### src/rtl/led_out_pkg.sv
// Shared types and widths for the LED output stage (led_pwm_driver and its tick generator).
package led_out_pkg;

  localparam int unsigned LED_W = 8;
  localparam int unsigned CNT_W = 16;

  typedef enum logic {
    SHOW = 1'b0,
    PEND = 1'b1
  } led_state_e;

endpackage

### src/rtl/pwm_tick_gen.sv
// Prescaler plus free-running PWM counter; flags each PWM tick and each period wrap.
module pwm_tick_gen #(
  parameter int unsigned PWM_BITS = 3,
  parameter int unsigned PRESCALE = 1
) (
  input  logic                clk,
  input  logic                rst,
  output logic [PWM_BITS-1:0] pwm_cnt,
  output logic                tick,
  output logic                wrap
);

  localparam int unsigned PRE_W = (PRESCALE > 1) ? $clog2(PRESCALE) : 1;

  logic [PRE_W-1:0]    presc_q, presc_d;
  logic [PWM_BITS-1:0] pwm_cnt_q, pwm_cnt_d;

  always_comb begin
    tick      = (presc_q == PRE_W'(PRESCALE - 1));
    wrap      = tick && (pwm_cnt_q == {PWM_BITS{1'b1}});
    presc_d   = tick ? '0 : presc_q + PRE_W'(1);
    pwm_cnt_d = tick ? pwm_cnt_q + PWM_BITS'(1) : pwm_cnt_q;
  end

  always_ff @(posedge clk) begin
    if (rst) begin
      presc_q   <= '0;
      pwm_cnt_q <= '0;
    end else begin
      presc_q   <= presc_d;
      pwm_cnt_q <= pwm_cnt_d;
    end
  end

  assign pwm_cnt = pwm_cnt_q;

endmodule

### src/rtl/led_pwm_driver.sv
// LED output stage: PWM dimming with period-aligned, minimum-hold pattern updates.
// Blink blanking is built only when LED_BLINK_EN is defined.
module led_pwm_driver
  import led_out_pkg::*;
#(
  parameter int unsigned PWM_BITS      = 3,
  parameter int unsigned PRESCALE      = 1,
  parameter int unsigned MIN_HOLD      = 2,
  parameter int unsigned BLINK_PERIODS = 4
) (
  input  logic                clk,
  input  logic                rst,
  input  logic [LED_W-1:0]    pattern_in,
  input  logic [PWM_BITS-1:0] brightness,
  input  logic                blink,
  output logic [LED_W-1:0]    led,
  output logic                pattern_changed,
  output logic [CNT_W-1:0]    change_count,
  output logic                busy
);

  localparam int unsigned HOLD_W = $clog2(MIN_HOLD + 1);

  logic [PWM_BITS-1:0] pwm_cnt;
  logic                wrap;
  logic                unused_tick;

  pwm_tick_gen #(
    .PWM_BITS (PWM_BITS),
    .PRESCALE (PRESCALE)
  ) u_tick (
    .clk     (clk),
    .rst     (rst),
    .pwm_cnt (pwm_cnt),
    .tick    (unused_tick),
    .wrap    (wrap)
  );

  led_state_e          state_q, state_d;
  logic [LED_W-1:0]    applied_q, applied_d;
  logic [LED_W-1:0]    pending_q, pending_d;
  logic [HOLD_W-1:0]   hold_q, hold_d;
  logic [PWM_BITS-1:0] duty_q, duty_d;
  logic [LED_W-1:0]    led_q, led_d;
  logic                pattern_changed_q, pattern_changed_d;
  logic [CNT_W-1:0]    change_count_q, change_count_d;
  logic                busy_q, busy_d;
  logic                apply;
  logic                lit;
  logic                show_on;

`ifdef LED_BLINK_EN
  localparam int unsigned BLK_W = (BLINK_PERIODS > 1) ? $clog2(BLINK_PERIODS) : 1;

  logic [BLK_W-1:0] blk_cnt_q, blk_cnt_d;
  logic             blink_on_q, blink_on_d;

  // Blink phase advances on period wraps only; dropping blink snaps back to the on phase.
  always_comb begin
    blk_cnt_d  = blk_cnt_q;
    blink_on_d = blink_on_q;
    if (!blink) begin
      blk_cnt_d  = '0;
      blink_on_d = 1'b1;
    end else if (wrap) begin
      if (blk_cnt_q == BLK_W'(BLINK_PERIODS - 1)) begin
        blk_cnt_d  = '0;
        blink_on_d = ~blink_on_q;
      end else begin
        blk_cnt_d = blk_cnt_q + BLK_W'(1);
      end
    end
  end

  always_ff @(posedge clk) begin
    if (rst) begin
      blk_cnt_q  <= '0;
      blink_on_q <= 1'b1;
    end else begin
      blk_cnt_q  <= blk_cnt_d;
      blink_on_q <= blink_on_d;
    end
  end

  assign show_on = blink_on_q;
`else
  localparam int unsigned UNUSED_BLINK_PERIODS = BLINK_PERIODS;
  logic unused_blink;
  assign unused_blink = blink;
  assign show_on      = 1'b1;
`endif

  // Pattern update FSM; a pending change lands only on a wrap once the hold time is met.
  always_comb begin
    state_d   = state_q;
    pending_d = pending_q;
    applied_d = applied_q;
    apply     = 1'b0;
    case (state_q)
      SHOW: begin
        if (pattern_in != applied_q) begin
          pending_d = pattern_in;
          state_d   = PEND;
        end
      end
      PEND: begin
        pending_d = pattern_in;
        if (pattern_in == applied_q) begin
          state_d = SHOW;
        end else if (wrap && (hold_q >= HOLD_W'(MIN_HOLD))) begin
          apply     = 1'b1;
          applied_d = pending_d;
          state_d   = SHOW;
        end
      end
      default: state_d = SHOW;
    endcase

    hold_d = hold_q;
    if (apply) begin
      hold_d = '0;
    end else if (wrap && (hold_q < HOLD_W'(MIN_HOLD))) begin
      hold_d = hold_q + HOLD_W'(1);
    end

    duty_d            = wrap ? brightness : duty_q;
    lit               = (duty_q == {PWM_BITS{1'b1}}) || (pwm_cnt < duty_q);
    led_d             = (lit && show_on) ? applied_q : '0;
    pattern_changed_d = apply;
    change_count_d    = apply ? change_count_q + CNT_W'(1) : change_count_q;
    busy_d            = (state_d == PEND);
  end

  always_ff @(posedge clk) begin
    if (rst) begin
      state_q           <= SHOW;
      applied_q         <= '0;
      pending_q         <= '0;
      hold_q            <= '0;
      duty_q            <= '0;
      led_q             <= '0;
      pattern_changed_q <= 1'b0;
      change_count_q    <= '0;
      busy_q            <= 1'b0;
    end else begin
      state_q           <= state_d;
      applied_q         <= applied_d;
      pending_q         <= pending_d;
      hold_q            <= hold_d;
      duty_q            <= duty_d;
      led_q             <= led_d;
      pattern_changed_q <= pattern_changed_d;
      change_count_q    <= change_count_d;
      busy_q            <= busy_d;
    end
  end

  assign led             = led_q;
  assign pattern_changed = pattern_changed_q;
  assign change_count    = change_count_q;
  assign busy            = busy_q;

endmodule

### config.mk
export PLATFORM = sky130hd
export DESIGN_NAME = led_pwm_driver
export DESIGN_NICKNAME = d
export VERILOG_FILES = /design/src/rtl/led_out_pkg.sv /design/src/rtl/pwm_tick_gen.sv /design/src/rtl/led_pwm_driver.sv
export SDC_FILE = /design/constraint.sdc
export NUM_CORES = 1
export LEC_CHECK = 0
export CAP_MARGIN = 10
export CORE_MARGIN = 2
export CORE_UTILIZATION = 50
export CTS_CLUSTER_SIZE = 25
export DETAILED_ROUTE_END_ITERATION = 10
export MAX_ROUTING_LAYER = met4
export PLACE_DENSITY_LB_ADDON = 0.12
export SYNTH_ARGS = -nofsm -noshare
export SYNTH_HDL_FRONTEND = slang
export SYNTH_HIERARCHICAL = 1
export SYNTH_SLANG_ARGS = --single-unit
### constraint.sdc
create_clock -name clk -period 2.55 [get_ports clk]
set_input_delay 0.51 -clock clk [delete_from_list [all_inputs] [get_ports clk]]
set_output_delay 0.51 -clock clk [all_outputs]
set_load 0.05 [all_outputs]
---- Word level (Yosys, flattened, before mapping) ----
Index checks and enable logic that the tools add are counted.
operators by class
  magnitude comparators ................... 3
  add/subtract/negate cells ............... 4
  bitwise operators ....................... 4
  eq/ne operators ......................... 4
  reduce and logical (&&, ||, !) cells .... 8
  divide/modulo/power cells ............... 0
  muxes and demuxes ....................... 7
  shift operators ......................... 0
  multipliers ............................. 0
operators by type and width
  cell                                                              count
  16-bit by 1-bit adder with 16-bit output (second input constant)  1
  8-bit equality test                                               1
  8-bit != test                                                     1
  3-bit equality test (second input constant)                       2
  1-bit two-way mux                                                 6
  2-bit OR reduction                                                3
  1-bit inverter                                                    4
  3-bit by 1-bit adder with 3-bit output (second input constant)    1
  1-bit logical AND                                                 3
  3-bit < comparator                                                1
  3-bit AND reduction                                               1
  2-bit by 1-bit adder with 2-bit output (second input constant)    1
  2-bit >= comparator (second input constant)                       1
  2-bit < comparator (second input constant)                        1
  1-bit one-hot mux with 2 select lines                             1
  1-bit adder (second input constant)                               1
  1-bit logical OR                                                  1
word-level totals
  bits in writable memories ............... 0
  latch bits .............................. 0
  output and inout port bits .............. 26
  bits in read-only memories .............. 0
  logic and storage cells ................. 39
  memories kept ........................... 0
  bits in registers ....................... 43

---- Longest topological paths before layout ----
  word-level depth ........................ 7
  depth in mapped cells ................... 10
  mapped depth without buffers ............ 8

---- Hierarchy ----
Netlist, hierarchy kept.
by module, submodules not included
  module          area each (um2)  instances  cells an instance  sequential area each (um2)
  led_pwm_driver  1734.2           1          181                780.7
  pwm_tick_gen    161.4            1          15                 80.1

---- Worst setup path after synthesis ----
Ideal clock, no wire load.
  path type ............................... flip-flop to flip-flop
  start point ............................. register u_tick.pwm_cnt_q[0], in the netlist u_tick/pwm_cnt[0]
  end point ............................... register change_count_q[13], in the netlist change_count[13]
  stages on the path, launching flop included .. 10
  path buffers ............................ 1
  slack ................................... 0.644 ns
  arrival ................................. 1.786 ns
  period minus slack after synthesis ...... 1.906 ns
  library setup time ...................... 0.121 ns
  path through ............................ dfxtp_1 ha_1 ha_1 and2b_2 buf_4 o211ai_1 nor2_1 o21ai_2 nor3_1 mux2_2
on the way
  longest elaborated chain between the ends .. 6
ends and longest elaborated chain
  item                    line                   source
  start, declared         pwm_tick_gen.sv:16     logic [PWM_BITS-1:0] pwm_cnt_q, pwm_cnt_d;
  start signal, assigned  pwm_tick_gen.sv:31     pwm_cnt_q <= pwm_cnt_d;
  3-bit equality test     pwm_tick_gen.sv:20     wrap = tick && (pwm_cnt_q == {PWM_BITS{1'b1}});
  1-bit logical AND       pwm_tick_gen.sv:20
  net wrap                led_pwm_driver.sv:25   logic wrap;
  1-bit logical AND       led_pwm_driver.sv:110  end else if (wrap && (hold_q >= HOLD_W'(MIN_HOLD))) begin
  1-bit two-way mux       led_pwm_driver.sv:110
  1-bit two-way mux       led_pwm_driver.sv:108  if (pattern_in == applied_q) begin
  1-bit two-way mux       led_pwm_driver.sv:99   case (state_q)
  end signal, assigned    led_pwm_driver.sv:153  change_count_q <= change_count_d;
  end, declared           led_pwm_driver.sv:46   logic [CNT_W-1:0] change_count_q, change_count_d;
The timed path passes the listed nets, and every way through them passes these cells.
A chain may end at the register's enable or synchronous reset.

---- Worst setup path in the final report ----
  start point ............................. register u_tick.pwm_cnt_q[1], in the netlist u_tick/pwm_cnt[1]
  end point ............................... register change_count_q[13], in the netlist change_count[13]
Same word-level chain as after synthesis.

==> flow_summary.toml <==
[worst_setup_path]
crit_top_cell = "ha_1"
rr_endpoint = "change_count[13]$_SDFFE_PP0P_"
crit_path_max_incr_delay_ps = 370
cp-startpoint = "u_tick/pwm_cnt[1]$_SDFFE_PP0N_"
crit_chain = "ha_1 > ha_1 > and2b_2 > o211ai_1 > nor2_1 > o21ai_2 > nor3_1 > mux2_2"
cp_slowest_cell = "dfxtp_1"
r2r_slack_ps = 390
end_kind = "flip-flop"
r2r-start = "u_tick/pwm_cnt[1]$_SDFFE_PP0N_"
crit_path_start_kind = "flip-flop"
worst_ep_required_time_ps = 2730
worstPathArrival_ps = 2340
crit_fanout = 7
reg2regPathDepth = 8
critPathKind = "reg2reg"

[die]
die_h_um = 65.5
rows = 22
start_util = 0.517
core_area_mm2 = 0.00366
dieArea_mm2 = 0.00429
io_pins = 40
fp.dieW_um = 65.5

[drt]
viasPerCell = 5.06
firstDrtPassIters = 6
antenna_left = 0
drc = 0
via_count = 1447
wirelength_um = 3850
wl_per_cell_um = 13.5
drt_iter0_drc = 53

[final_layout]
fin_nets = 257
drive_above_1_share = 0.113
instances_no_fill = 286
antennaDiodeCount = 0
fillCellCount = 314
syn_to_final_growth_pct = 27.8

[run_status]
status = "completed"

[clock_tree]
numCtsBuffers = 5
hold_buffers = 0
cts-root-buf = "clkbuf_8"
ctsResizeCount = 0
clkTransAtPathRegs_ps = 80
post_cts_buffers = 0
ctsLongestPathBuffers = 2
cts.sinks = 43
htree_num_levels = 2
tritoncts = "done"
clock_latency_ps = 290

[power]
ir_drop_mv = 0.351
p_leak_uw = 0.000963
power_density_mw_per_mm2 = 483

[placement]
dp_cells = 278
gp_congestion = 0.777
portBuffers = 38
dp_hpwl_um = 2870

[grt]
antenna_found_initial = 0
grt_max_degree = 16
grt_pass1_wl_um = 6400
overflow = 0
grt_pass1_vias = 1488
grt_usage = 0.203

[run]
max-cap-violations = 0

[timing]
fin_crit_sh = 0.846
drv_slew = 0
tightest_slew_ps = 623
rsz0062_at_grt = "no"
clock_skew_ps = 6.52
hold_violations = 0
setup_tns_ps = 0
slew_headroom = 0.585
setup_viol = 0
period_minus_slack_ps = 2160
fmax_mhz = 464

[min_path]
min_from = "applied_q[2]$_SDFFE_PP0P_"
min_path_cells = 1
hold-path-endpoint = "led[2]$_SDFF_PP0_"
holdCritPathClass = "reg2reg"

[yosys]
netlist_area_mm2 = 0.00189
ys_warn_count = 6
synthesis.nets = 215
avgSynthCellArea_um2 = 9.70
netlist_instances = 195
## cell usage in the layout, fill, tap and decap left out, types with 2 or more instances in the layout
| cell | instances |
|---|---|
| mux2i_1 | 14 |
| clkdlybuf4s50_1 | 38 |
| nand3_1 | 2 |
| and3_1 | 2 |
| o21ai_1 | 2 |
| nor2b_1 | 3 |
| and2_1 | 8 |
| ha_1 | 6 |
| nand2_1 | 4 |
| nand4_1 | 2 |
| nor2_1 | 34 |
| nor3_1 | 5 |
| xor2_1 | 10 |
| a21oi_1 | 4 |
| nand4_2 | 2 |
| or3_1 | 2 |
| dfxtp_1 | 43 |
| o211ai_1 | 6 |
| xnor2_1 | 11 |
| clkinvlp_4 | 2 |
| clkbuf_8 | 5 |
| a21o_1 | 2 |
| buf_4 | 6 |
| o21ai_0 | 2 |
| mux2_2 | 2 |
| nor3_2 | 2 |
| inv_1 | 8 |
## per-layer routing
| layer | GRT usage | vias up | part of all wire |
|---|---|---|---|
| met3 | 0.0377 | 6 | 0.036 |
| met5 | - | - | 0 |
| met4 | 0.0990 | 0 | 0.017 |
| li1 | - | 730 | - |
| met1 | 0.225 | 679 | 0.44 |
| met2 | 0.351 | 32 | 0.50 |
## how the worst max path moves through the flow
stage | slack [ps] | endpoint
floorplan | 640 | change_count[13]$_SDFFE_PP0P_
global placement | 350 | change_count[15]$_SDFFE_PP0P_
detailed placement | 310 | change_count[13]$_SDFFE_PP0P_
CTS | 410 | change_count[13]$_SDFFE_PP0P_
global route | 240 | change_count[13]$_SDFFE_PP0P_
finish | 390 | change_count[13]$_SDFFE_PP0P_
## where the power goes
group / internal, uW / leakage, uW / switching, uW / total (uW)
logic: 34.9 / 0.000576 / 33.7 / 68.6
registers: 676 / 0.000347 / 5.25 / 681
clock network: 190 / 0.0000402 / 227 / 418
total: 901 / 0.000963 / 266 / 1170
## layout make-up
| type | count | area [um2] | share of cell area |
|---|---|---|---|
| multi-input combinational | 134 | 948 | 0.392 |
| sequential | 43 | 861 | 0.356 |
| timing repair buffer | 44 | 425 | 0.176 |
| clock buffer | 5 | 68.8 | 0.0285 |
| tap | 48 | 60.1 | 0.0248 |
| inverter | 9 | 33.8 | 0.0140 |
| clock inverter | 3 | 20.0 | 0.00828 |
## critical path, delay by kind of cell (launching register included)
kind | cells | cell delay [ps]
compound gates | 2 | 320
fa+ha+maj | 2 | 300
flops | 1 | 370
mux | 1 | 350
simple gates | 3 | 690
## registers in the layout, indices dropped and copies added, names as in the netlist
signal           flops
applied_q            8
busy                 1
change_count        16
duty_q               3
hold_q               2
led                  8
pattern_changed      1
u_tick/presc_q       1
u_tick/pwm_cnt       3
## metrics by stage
stage / hold slack (ps) / total power, uW / area [um2] / util / setup WS [ps]
finish: 507 / 1170 / 2420 / 0.660 / 393
floorplan: 474 / 730 / 1890 / - / 644
global route: 524 / 1220 / 2420 / 0.660 / 236
CTS: 512 / 1180 / 2420 / 0.660 / 407
detailed placement: 497 / 766 / 2330 / 0.636 / 313
global placement: 489 / 762 / 2330 / 0.636 / 345
Note: power is estimated with default switching activity, not from simulation.
